$ cat config.mk
export PLATFORM = sky130hd
export DESIGN_NAME = higher_memory_arbiter
export DESIGN_NICKNAME = d
export VERILOG_FILES = /design/src/rtl/higher_memory_arbiter.sv
export SDC_FILE = /design/constraint.sdc
export NUM_CORES = 1
export LEC_CHECK = 0
export CAP_MARGIN = 10
export CORE_AREA = 2 2 116 118
export CTS_BUF_LIST = sky130_fd_sc_hd__clkbuf_16
export DETAILED_ROUTE_END_ITERATION = 10
export DIE_AREA = 0 0 118 120
export PLACE_DENSITY = 0.87
export RECOVER_POWER = 50
export SYNTH_ARGS = -nofsm -noshare
export SYNTH_HDL_FRONTEND = slang
export SYNTH_SLANG_ARGS = --single-unit
$ cat constraint.sdc
create_clock -name clk -period 1.8 [get_ports clk]
set_input_delay 0.45 -clock clk [delete_from_list [all_inputs] [get_ports clk]]
set_output_delay 0.45 -clock clk [all_outputs]
set_load 0.05 [all_outputs]
$ cat src/rtl/higher_memory_arbiter.sv
// ----------------------------------------------------------------------------
// higher_memory_arbiter
//
// Arbitrates two requesters onto a single higher-memory port. One downstream
// transaction is in flight at a time. When both requesters are pending in the
// same IDLE cycle, a round-robin pointer decides the grant. A watchdog sets a
// sticky flag when a transaction waits too long, but it never aborts the
// transaction.
//
// Parameters
//   XLEN            data/address width
//   TIMEOUT_CYCLES  BUSY cycles without completion before timeout_error (>=2)
//
// Ports
//   clk, reset_n                  clock, asynchronous active-low reset
//   rN_req_address/operation/
//     store_word/valid            requester N request (held until fulfilled)
//   rN_req_loaded_word/fulfilled  requester N completion (combinational)
//   mem_req_address/operation/
//     store_word/valid            registered request to higher memory
//   mem_req_loaded_word/fulfilled completion from higher memory
//   owner                         current/last granted requester
//   busy                          transaction in flight
//   timeout_error                 sticky watchdog flag
// ----------------------------------------------------------------------------

package higher_memory_arbiter_pkg;

   typedef enum logic {
      MEM_LOAD  = 1'b0,
      MEM_STORE = 1'b1
   } memory_operation_e;

endpackage : higher_memory_arbiter_pkg

module higher_memory_arbiter
   import higher_memory_arbiter_pkg::*;
#(
   parameter int XLEN           = 32,
   parameter int TIMEOUT_CYCLES = 1024
) (
   input  logic              clk,
   input  logic              reset_n,

   input  logic [XLEN-1:0]   r0_req_address,
   input  memory_operation_e r0_req_operation,
   input  logic [XLEN-1:0]   r0_req_store_word,
   input  logic              r0_req_valid,
   output logic [XLEN-1:0]   r0_req_loaded_word,
   output logic              r0_req_fulfilled,

   input  logic [XLEN-1:0]   r1_req_address,
   input  memory_operation_e r1_req_operation,
   input  logic [XLEN-1:0]   r1_req_store_word,
   input  logic              r1_req_valid,
   output logic [XLEN-1:0]   r1_req_loaded_word,
   output logic              r1_req_fulfilled,

   output logic [XLEN-1:0]   mem_req_address,
   output memory_operation_e mem_req_operation,
   output logic [XLEN-1:0]   mem_req_store_word,
   output logic              mem_req_valid,
   input  logic [XLEN-1:0]   mem_req_loaded_word,
   input  logic              mem_req_fulfilled,

   output logic              owner,
   output logic              busy,
   output logic              timeout_error
);

   // Watchdog counter is wide enough to hold TIMEOUT_CYCLES itself, where it
   // saturates.
   localparam int              WD_W     = $clog2(TIMEOUT_CYCLES + 1);
   localparam logic [WD_W-1:0] WD_LIMIT = WD_W'(TIMEOUT_CYCLES);
   localparam logic [WD_W-1:0] WD_ARM   = WD_W'(TIMEOUT_CYCLES - 1);

   typedef enum logic {
      IDLE = 1'b0,
      BUSY = 1'b1
   } state_e;

   state_e          state;
   state_e          state_next;
   logic            prio;       // requester that wins the next contested grant
   logic [WD_W-1:0] wd_cnt;

   logic            grant;
   logic            grant_sel;
   logic            contested;
   logic            completing;

   // -------------------------------------------------------------------------
   // Grant decision. Only IDLE may grant, so inputs of the non-owner are
   // never looked at while a transaction is in flight; a pending non-owner
   // simply stays pending until the next IDLE cycle.
   // -------------------------------------------------------------------------
   assign contested  = r0_req_valid && r1_req_valid;
   assign grant      = (state == IDLE) && (r0_req_valid || r1_req_valid);
   // Uncontested: the single valid requester wins (r1 iff r1 is the one).
   assign grant_sel  = contested ? prio : r1_req_valid;
   // mem_req_fulfilled only counts while BUSY; in IDLE it is ignored.
   assign completing = (state == BUSY) && mem_req_fulfilled;

   // -------------------------------------------------------------------------
   // FSM: state register
   // -------------------------------------------------------------------------
   // NOTE: sequential state uses non-blocking (<=) assignments so every
   // register samples pre-edge values regardless of block ordering.
   always_ff @(posedge clk or negedge reset_n) begin
      if (!reset_n) begin
         state <= IDLE;
      end else begin
         state <= state_next;
      end
   end

   // -------------------------------------------------------------------------
   // FSM: next-state logic
   // -------------------------------------------------------------------------
   always_comb begin
      state_next = state;
      case (state)
         IDLE:    if (grant)      state_next = BUSY;
         BUSY:    if (completing) state_next = IDLE;
         default:                 state_next = IDLE;
      endcase
   end

   // -------------------------------------------------------------------------
   // FSM: outputs. Completion is routed combinationally to the owner only;
   // the other requester sees fulfilled=0 and a zero loaded word.
   // -------------------------------------------------------------------------
   // NOTE: every signal written here gets a default first, so no path leaves
   // a value unassigned and no latch is inferred.
   always_comb begin
      busy               = (state == BUSY);
      r0_req_fulfilled   = 1'b0;
      r1_req_fulfilled   = 1'b0;
      r0_req_loaded_word = '0;
      r1_req_loaded_word = '0;
      if (completing) begin
         if (owner == 1'b0) begin
            r0_req_fulfilled   = 1'b1;
            r0_req_loaded_word = mem_req_loaded_word;
         end else begin
            r1_req_fulfilled   = 1'b1;
            r1_req_loaded_word = mem_req_loaded_word;
         end
      end
   end

   // -------------------------------------------------------------------------
   // Registered downstream request, owner and round-robin pointer. The
   // request is captured once at grant and held for the whole transaction.
   // -------------------------------------------------------------------------
   // NOTE: the address/data registers are reset too, even though they are
   // qualified by mem_req_valid, so the memory port reads all-zero in reset.
   always_ff @(posedge clk or negedge reset_n) begin
      if (!reset_n) begin
         mem_req_valid      <= 1'b0;
         mem_req_address    <= '0;
         mem_req_store_word <= '0;
         mem_req_operation  <= MEM_LOAD;
         owner              <= 1'b0;
         prio               <= 1'b0;
      end else if (grant) begin
         mem_req_valid <= 1'b1;
         owner         <= grant_sel;
         if (grant_sel == 1'b0) begin
            mem_req_address    <= r0_req_address;
            mem_req_store_word <= r0_req_store_word;
            mem_req_operation  <= r0_req_operation;
         end else begin
            mem_req_address    <= r1_req_address;
            mem_req_store_word <= r1_req_store_word;
            mem_req_operation  <= r1_req_operation;
         end
         // Pointer moves only on a contested grant, so a lone requester can
         // stream without the pointer drifting.
         if (contested) begin
            prio <= ~grant_sel;
         end
      end else if (completing) begin
         mem_req_valid <= 1'b0;
      end
   end

   // -------------------------------------------------------------------------
   // Watchdog. Cleared on grant, counts BUSY cycles without completion and
   // saturates at the limit. The flag is raised on the edge where the count
   // reaches TIMEOUT_CYCLES and stays up until reset; the transaction keeps
   // waiting for the memory.
   // -------------------------------------------------------------------------
   always_ff @(posedge clk or negedge reset_n) begin
      if (!reset_n) begin
         wd_cnt        <= '0;
         timeout_error <= 1'b0;
      end else begin
         if (grant) begin
            wd_cnt <= '0;
         end else if ((state == BUSY) && !mem_req_fulfilled && (wd_cnt != WD_LIMIT)) begin
            wd_cnt <= wd_cnt + 1'b1;
         end
         if ((state == BUSY) && !mem_req_fulfilled && (wd_cnt == WD_ARM)) begin
            timeout_error <= 1'b1;
         end
      end
   end

   // -------------------------------------------------------------------------
   // Protocol properties
   // -------------------------------------------------------------------------
   a_single_completion : assert property (
      @(posedge clk) disable iff (!reset_n)
      !(r0_req_fulfilled && r1_req_fulfilled)
   );

   a_request_held : assert property (
      @(posedge clk) disable iff (!reset_n)
      (busy && !mem_req_fulfilled) |=>
         ($stable(mem_req_address) && $stable(mem_req_store_word) &&
          $stable(mem_req_operation) && mem_req_valid)
   );

endmodule : higher_memory_arbiter
==> metrics.sh, run 1 <==
VIA_COUNT_OF_THE_FIRST_GLOBAL_ROUTING_PASS=4905
TIMING.CRITICAL_PATH.FROM_TYPE='input port'
CLKTRANSATPATHREGS_NS=0.06
RATIO_OF_CELLS_WITH_DRIVE_ABOVE_1_IN_THE_FINAL_LAYOUT_PCT=29.4
TIMING.CRITICAL_PATH.CELLS='clkdlybuf4s15_1 > nand2_2 > nor2_4 > buf_12 > buf_16 > and2_4 > buf_12'
STATUS='finished with violations'
SYNTHCELLS=519
MULTI_INPUT_AREA_UM2=2450
FINALPOWER_mW=11.9
FP.DIEW_UM=118
WORSTPATHMAXFANOUT=8
CRITICAL-PATH-MAX-STAGE-DELAY_NS=0.23
SYNTH_TOP_CELLS_BY_AREA='sky130_fd_sc_hd__dfrtp_1 (45%), sky130_fd_sc_hd__nand3b_1 (11%), sky130_fd_sc_hd__a31oi_1 (9.0%), sky130_fd_sc_hd__and2_1 (9.0%), sky130_fd_sc_hd__o21ai_0 (6.2%)'
DESIGN.DIE.AREA_UM2=14200
PORTBUFFERS=301
INSERTION_DELAY_NS=0.33
CPLARGESTDELAYFAMILY='buffers and inverters'
ANTENNADIODECOUNT=0
POST_SYNTH_INSTANCE_AREA_UM2=4530
SYNTH_TOP_AREA_CELL='sky130_fd_sc_hd__dfrtp_1'
DETAIL_ROUTE.WL_PER_CELL_UM=18.3
SYNTH.TOP_CELL.AREA_SHARE_PCT=44.8
YOSYSUNIQUECELLTYPES=37
PLACEMENT_ROWS=42
POWER_DENSITY_nW_PER_UM2=1340
WORST_HOLD_SLACK_NS=0.461
TIMING.SETUP.TNS_NS=-7.93
FINAL_WS_SETUP_NS=-0.164
ROUTE.DETAILED.VIAS_PER_INST=5.16
SKEW_NS=0.00654
POST_SYNTH_MUX_AREA_SHARE_PCT=0.912
CTS_HOLD_BUFFERS=0
SYNTH_FA_HA_AREA_SHARE_PCT=0.553
SYNTH.AVG_CELL_AREA_UM2=8.72
CRIT_PATH_FREQUENT_CELL='sky130_fd_sc_hd__buf_12'
TIMING_MAX_TRANSITION_VIOLATIONS_FINAL=0
CLK_BUF_DEPTH=2
TIMING.REG2REG.WORST_PATH_DEPTH=4
LAYOUT.CELL_AREA.NON_FILLER_UM2=8870
RELSLEWSLACK_PCT=24.9
RSZ0062_AT_GRT='yes'
PATH_CLASS='input port to primary output'
NUMBER_OF_ANTENNA_VIOLATIONS_AT_THE_FIRST_CHECK_IN_GLOBAL_ROUTING=0
INITIAL_DETAILED_ROUTING_VIOLATION_COUNT=287
FILLER_CELL_COUNT=975
NUMBER_OF_STORAGE_ELEMENTS_IN_THE_SYNTHESIS_NETLIST=81
DETAILEDPLACE.WORSTSLACK_NS=-0.368
SYNTH_SEQUENTIAL_AREA_RATIO_PCT=44.8
NUMBER_OF_ENABLE_FLIP_FLOP_CELLS_AFTER_SYNTHESIS=0
FINAL-SETUP-VIOL-COUNT=66
DETAILED_PLACE.AREA_UM2=8490
PIN_SLEW_WITH_THE_LEAST_HEADROOM_TO_ITS_LIMIT_NS=1.13
CTS.ROOT.BUFFER_CELL='sky130_fd_sc_hd__clkbuf_16'
IR_WORST_VDD_uV=768
FLOORPLAN.IO_PINS=302
SYNTH_TOP_FAMILY_BY_AREA='simple AND/OR/NAND/NOR gates'
FINAL_MIN_PERIOD_OVER_CLOCK_PERIOD_PCT=109
FIN_NETS=989
SYN_NETS=688
REPORT.FINAL.HOLD_VIOL_COUNT=0
POSTSYNTH.ASYNCRESETSHARE_PCT=100
HOLD_PATH.CLASS='input port to async pin'
GP_CONGESTION=0.833
VIAS=5159
CRITPATHSLOWESTCELL='sky130_fd_sc_hd__clkdlybuf4s15_1'
REGISTER_AREA_UM2=2030
LAYOUT_MIN_CYCLE_TIME_NS=1.96
CLOCK_TREE.HTREE_LEVEL_COUNT=3
SYNTH-MAIN-FF-CELL='sky130_fd_sc_hd__dfrtp_1'
REG2REG_TO='wd_cnt[10]'
CP.ARRIVAL_NS=1.51
CORE_REGION_AREA_UM2=13000
SETUP.WORST_PATH.END_CLASS='primary output'
REG2REG_SLACK_NS=0.26
FIRSTDRTPASSITERS=6
FAILING_CHECKS='setup timing'
CELLLEAKAGEPOWER_nW=3.58
CTS.SINK_COUNT=81
FRACTION_OF_THE_MAPPED_NETLIST_AREA_IN_COMPOUND_GATES_PCT=19.2
DIE_H_UM=120
MAX_FREQ_MHz=509
SYN2LAYOUT_AREA_GROWTH_PCT=96.1
TRITONCTS_CLOCK_TREE='built'
SYNTHSIMPLEGATEAREAFRAC_PCT=29.3
GRT_PASS1_WL_UM=27500
WORSTPATHREQUIRED_NS=1.35
INITIAL_STANDARD_CELL_UTILIZATION_OF_THE_CORE_PCT=34.9
GRT_OVERFLOW=0
FINAL_ANTENNA_NET_COUNT=0
NUMCTSBUFFERS=9
YOSYSWARNINGCOUNT=0
CRITICAL_PATH.N_BUFFERS_INVERTERS=4
GRT_MAX_DEGREE=82
REMAINING_DRC_ERRORS=0
ROUTE.FINAL.WIRE_LENGTH_UM=18300
DETAILED_PLACE_HPWL_UM=13000
TIMING.MAX_CAP.VIOLATIONS=0
GRTUSAGETOTAL_PCT=24.7
CRITICAL_PATH.REG2REG.STARTPOINT='wd_cnt[0]'
POST_SYNTH_XOR_AREA_FRACTION_PCT=0.194
registers in the layout, summed over array words and instances (netlist names):
| signal | count |
|---|---|
| busy | 1 |
| mem_req_address | 32 |
| mem_req_operation | 1 |
| mem_req_store_word | 32 |
| mem_req_valid | 1 |
| owner | 1 |
| prio | 1 |
| timeout_error | 1 |
| wd_cnt | 11 |
per-stage QoR:
stage | cells | utilization (%)
final | 1000 | 68.4
after global routing | 1000 | 68.4
after CTS | 996 | 68.6
after detailed placement | 975 | 65.4
after global placement | 975 | 65.4
after floorplan | 519 | -
kinds of logic (layout without fill, tap and decap cells):
kind of cell	count (synthesis)	in the layout
AND/OR/NAND/NOR	226	226
AO/OA/AOI/OAI	149	149
flip-flops	81	81
buffers and inverters	56	361
multiplexers	4	4
adder cells (fa/ha/maj)	2	2
XOR/XNOR	1	1
cell type report:
class | count | share of cell area (%)
clock inverter | 6 | 0.423
sequential | 81 | 22.9
tap | 176 | 2.48
inverter | 5 | 0.211
timing repair buffer | 341 | 43.9
multi-input combinational | 382 | 27.6
clock buffer | 9 | 2.54
report_power, final:
part	internal (mW)	switching, mW	total (mW)
Clock	0.919	0.717	1.64
Sequential	2.50	0.419	2.92
Combinational	2.68	4.62	7.30
cells in the mapped netlist (10+ instances only):
| library cell | n |
|---|---|
| sky130_fd_sc_hd__nand2_1 | 10 |
| sky130_fd_sc_hd__and2_1 | 65 |
| sky130_fd_sc_hd__nor2_1 | 67 |
| sky130_fd_sc_hd__dfrtp_1 | 81 |
| sky130_fd_sc_hd__a31oi_1 | 65 |
| sky130_fd_sc_hd__clkbuf_1 | 32 |
| sky130_fd_sc_hd__o21ai_0 | 56 |
| sky130_fd_sc_hd__buf_2 | 14 |
| sky130_fd_sc_hd__nand3b_1 | 66 |
| sky130_fd_sc_hd__o21ai_1 | 11 |
placed cells by master (no fill, tap or decap), drive strengths merged, types with 2 or more instances in the layout:
cell type	count
clkinv	4
clkbuf	44
o31ai	5
a21oi	5
a31oi	65
or4	3
or3	2
nand2	10
nand2b	2
and2	65
mux2i	3
dfrtp	81
buf	142
nand4	3
nor4	2
inv	6
o21ai	67
nand3	2
clkdlybuf4s50	162
ha	2
nand3b	66
nor2	67
per-layer routing:
layer	routed length, um	track usage, %
met1	6840	28.4
met2	9410	43.7
met3	1410	7.18
met4	633	9.26
met5	0	0
worst max-delay path by stage:
stage | from | to | slack, ns | depth (start not counted)
after floorplan | busy | r1_req_loaded_word[10] | -0.03 | 3
final | mem_req_fulfilled | r0_req_loaded_word[25] | -0.16 | 7
after CTS | owner | r1_req_loaded_word[4] | -0.12 | 4
after global routing | mem_req_fulfilled | r0_req_loaded_word[25] | -0.21 | 7
after global placement | mem_req_fulfilled | r0_req_loaded_word[1] | -0.35 | 6
after detailed placement | mem_req_fulfilled | r1_req_loaded_word[19] | -0.37 | 5
repair_timing:
item                       4_1_cts  5_1_grt
setup endpoints to repair       66       66
buffers inserted                 3        1
cloned                           3        3
pin swaps                        8        7
hold endpoints to repair         0        0
gates resized for setup         21       16
Power figures use the tool's default switching activity.
==> inputs of run 2 (changes only) <==
--- a/config.mk
+++ b/config.mk
@@ -5,12 +5,12 @@
 export SDC_FILE = /design/constraint.sdc
 export NUM_CORES = 1
 export LEC_CHECK = 0
-export CAP_MARGIN = 10
-export CORE_AREA = 2 2 116 118
+export CAP_MARGIN = 40
+export CORE_MARGIN = 1
+export CORE_UTILIZATION = 33
 export CTS_BUF_LIST = sky130_fd_sc_hd__clkbuf_16
 export DETAILED_ROUTE_END_ITERATION = 10
-export DIE_AREA = 0 0 118 120
-export PLACE_DENSITY = 0.87
+export PLACE_DENSITY = 0.86
 export RECOVER_POWER = 50
 export SYNTH_ARGS = -nofsm -noshare
 export SYNTH_HDL_FRONTEND = slang
==> constraint.sdc (replaced) <==
create_clock -name clk -period 1.7 [get_ports clk]
set_input_delay 0.425 -clock clk [delete_from_list [all_inputs] [get_ports clk]]
set_output_delay 0.425 -clock clk [all_outputs]
set_load 0.05 [all_outputs]
==> metrics.sh, run 2 (same netlist as run 1, synthesis figures left out) <==
GRT_MAX_DEGREE=85
INITIAL_DETAILED_ROUTING_VIOLATION_COUNT=224
IR_WORST_VDD_uV=857
DETAILED_PLACE.AREA_UM2=8760
MULTI_INPUT_AREA_UM2=2450
LAYOUT_MIN_CYCLE_TIME_NS=1.94
ANTENNADIODECOUNT=0
REPORT.FINAL.HOLD_VIOL_COUNT=0
REG2REG_SLACK_NS=-0.13
POWER_DENSITY_nW_PER_UM2=1430
FLOORPLAN.IO_PINS=302
FINAL_MIN_PERIOD_OVER_CLOCK_PERIOD_PCT=114
LAYOUT_COMMONEST_CELL='sky130_fd_sc_hd__clkdlybuf4s50_1'
WORST_HOLD_STARTPOINT='prio'
DESIGN.DIE.AREA_UM2=14200
GRT_PASS1_WL_UM=27100
GRTUSAGETOTAL_PCT=24.3
FILLER_CELL_COUNT=993
TIMING.REG2REG.WORST_PATH_DEPTH=5
SETUP.WORST_PATH.END_CLASS='primary output'
PATH_CLASS='flip-flop to primary output'
WORSTPATHREQUIRED_NS=1.27
CORE_REGION_AREA_UM2=13300
RATIO_OF_CELLS_WITH_DRIVE_ABOVE_1_IN_THE_FINAL_LAYOUT_PCT=31.9
FINAL_WS_SETUP_NS=-0.241
DETAILEDPLACE.WORSTSLACK_NS=-0.475
MAX_FREQ_MHz=515
INSERTION_DELAY_NS=0.33
TIMING.MAX_CAP.VIOLATIONS=0
PIN_SLEW_WITH_THE_LEAST_HEADROOM_TO_ITS_LIMIT_NS=0.575
PLACEMENT_ROWS=42
VIA_COUNT_OF_THE_FIRST_GLOBAL_ROUTING_PASS=4955
WORST_HOLD_SLACK_NS=0.468
NUMCTSBUFFERS=9
LAYOUT.CORE_UTILIZATION_PCT=67.8
WHS_ENDPOINT='prio'
REG2REG_TO='wd_cnt[8]'
CELLLEAKAGEPOWER_nW=3.69
GP_CONGESTION=0.909
CRITICAL_PATH.REG2REG.STARTPOINT='busy'
NUMBER_OF_ANTENNA_VIOLATIONS_AT_THE_FIRST_CHECK_IN_GLOBAL_ROUTING=0
CTS.SINK_COUNT=81
DETAILED_PLACE_HPWL_UM=13000
GRT_OVERFLOW=0
FINAL-SETUP-VIOL-COUNT=130
DETAIL_ROUTE.WL_PER_CELL_UM=17.4
MOSTFREQUENTLAYOUTCELLS='sky130_fd_sc_hd__clkdlybuf4s50_1 (163), sky130_fd_sc_hd__buf_12 (84), sky130_fd_sc_hd__dfrtp_1 (79), sky130_fd_sc_hd__nand3b_1 (66), sky130_fd_sc_hd__a31oi_1 (65)'
WORSTPATHMAXFANOUT=16
TIMING_MAX_TRANSITION_VIOLATIONS_FINAL=0
PORTBUFFERS=301
ROUTE.DETAILED.VIAS_PER_INST=5.14
FP.DIEW_UM=119
RSZ0062_AT_GRT='yes'
TRITONCTS_CLOCK_TREE='built'
HOLD_PATH.CLASS='flip-flop to flip-flop'
CTS.ROOT.BUFFER_CELL='sky130_fd_sc_hd__clkbuf_16'
DIE_H_UM=119
REMAINING_DRC_ERRORS=0
REGISTER_AREA_UM2=2030
FIRSTDRTPASSITERS=4
TIMING.CRITICAL_PATH.FROM_TYPE='flip-flop'
CLK_BUF_DEPTH=2
INITIAL_STANDARD_CELL_UTILIZATION_OF_THE_CORE_PCT=34.0
SKEW_NS=0.00631
LARGEST_REGISTERS='mem_req_address: 32 flops, mem_req_store_word: 32 flops, wd_cnt: 11 flops'
FIN_NETS=989
CLKTRANSATPATHREGS_NS=0.06
STATUS='finished with violations'
TIMING.SETUP.TNS_NS=-16.42
RELSLEWSLACK_PCT=61.6
SYN2LAYOUT_AREA_GROWTH_PCT=99.1
ROUTE.FINAL.WIRE_LENGTH_UM=17400
CP.ARRIVAL_NS=1.52
LAYOUT.CELL_AREA.NON_FILLER_UM2=9010
CLOCK_TREE.HTREE_LEVEL_COUNT=3
VIAS=5131
INSTANCE_COUNT_ALONG_THE_MOST_CRITICAL_HOLD_PATH=1
FAILING_CHECKS='setup timing'
FINAL_ANTENNA_NET_COUNT=0
[run 2: cell count changes in the layout (fill, tap and decap cells not counted), moves of 2 or more]
cell | previous run | this run
sky130_fd_sc_hd__buf_16 | 3 | 1
sky130_fd_sc_hd__nor2_2 | 0 | 2
sky130_fd_sc_hd__buf_12 | 74 | 84
sky130_fd_sc_hd__buf_4 | 59 | 54
sky130_fd_sc_hd__clkinv_4 | 2 | 0
sky130_fd_sc_hd__clkbuf_2 | 9 | 25
sky130_fd_sc_hd__dlymetal6s2s_1 | 0 | 2
sky130_fd_sc_hd__nor2_1 | 66 | 64
sky130_fd_sc_hd__clkbuf_1 | 22 | 2
[run 2: metrics by stage]
step | std cells | power (mW)
6_report | 998 | 12.9
5_1_grt | 998 | 13.5
4_1_cts | 996 | 13.2
3_5_place_dp | 980 | 11.3
3_3_place_gp | 980 | 11.1
2_1_floorplan | 519 | 7.81
[run 2: repair_timing]
item | in CTS | in global routing
endpoints found under the setup margin | 67 | 66
endpoints found under the hold margin | 16 | 0
cloned | 2 | 1
pin swaps | 6 | 8
gates resized for setup | 11 | 5
setup buffers | 0 | 1
hold buffers | 1 | 0
[run 2: per-layer routing]
metal  track usage (%)  share of wire [%]
met1              27.1                 37
met2              43.6                 52
met3              7.33                7.8
met4              8.23                3.5
met5                 0                  0
[run 2: worst max-delay path: stages, from the launching register on]
cell,delay (ns)
sky130_fd_sc_hd__dfrtp_2,0.43
sky130_fd_sc_hd__and3_4,0.29
sky130_fd_sc_hd__buf_12,0.16
sky130_fd_sc_hd__and2_4,0.16
sky130_fd_sc_hd__buf_12,0.14
[run 2: power breakdown]
| part | leakage (nW) | total [mW] | switching [mW] | internal (mW) |
|---|---|---|---|---|
| clock | 0.133 | 1.85 | 0.738 | 1.11 |
| sequential | 0.936 | 3.14 | 0.485 | 2.65 |
| combinational | 2.62 | 7.92 | 4.84 | 3.08 |
[run 2: final cells by class]
type | count | share of cell area (%)
timing repair buffer | 341 | 44.5
multi-input combinational | 382 | 27.2
sequential | 81 | 22.6
clock buffer | 9 | 2.50
tap | 176 | 2.44
clock inverter | 4 | 0.528
inverter | 5 | 0.208
[run 2: worst max-delay path by stage]
stage	from	endpoint	slack [ns]
6_report	owner	r1_req_loaded_word[2]	-0.24
5_1_grt	owner	r1_req_loaded_word[2]	-0.29
4_1_cts	owner	r1_req_loaded_word[4]	-0.25
3_5_place_dp	mem_req_fulfilled	r0_req_loaded_word[31]	-0.47
3_3_place_gp	mem_req_fulfilled	r0_req_loaded_word[31]	-0.38
2_1_floorplan	busy	r0_req_loaded_word[22]	0.006
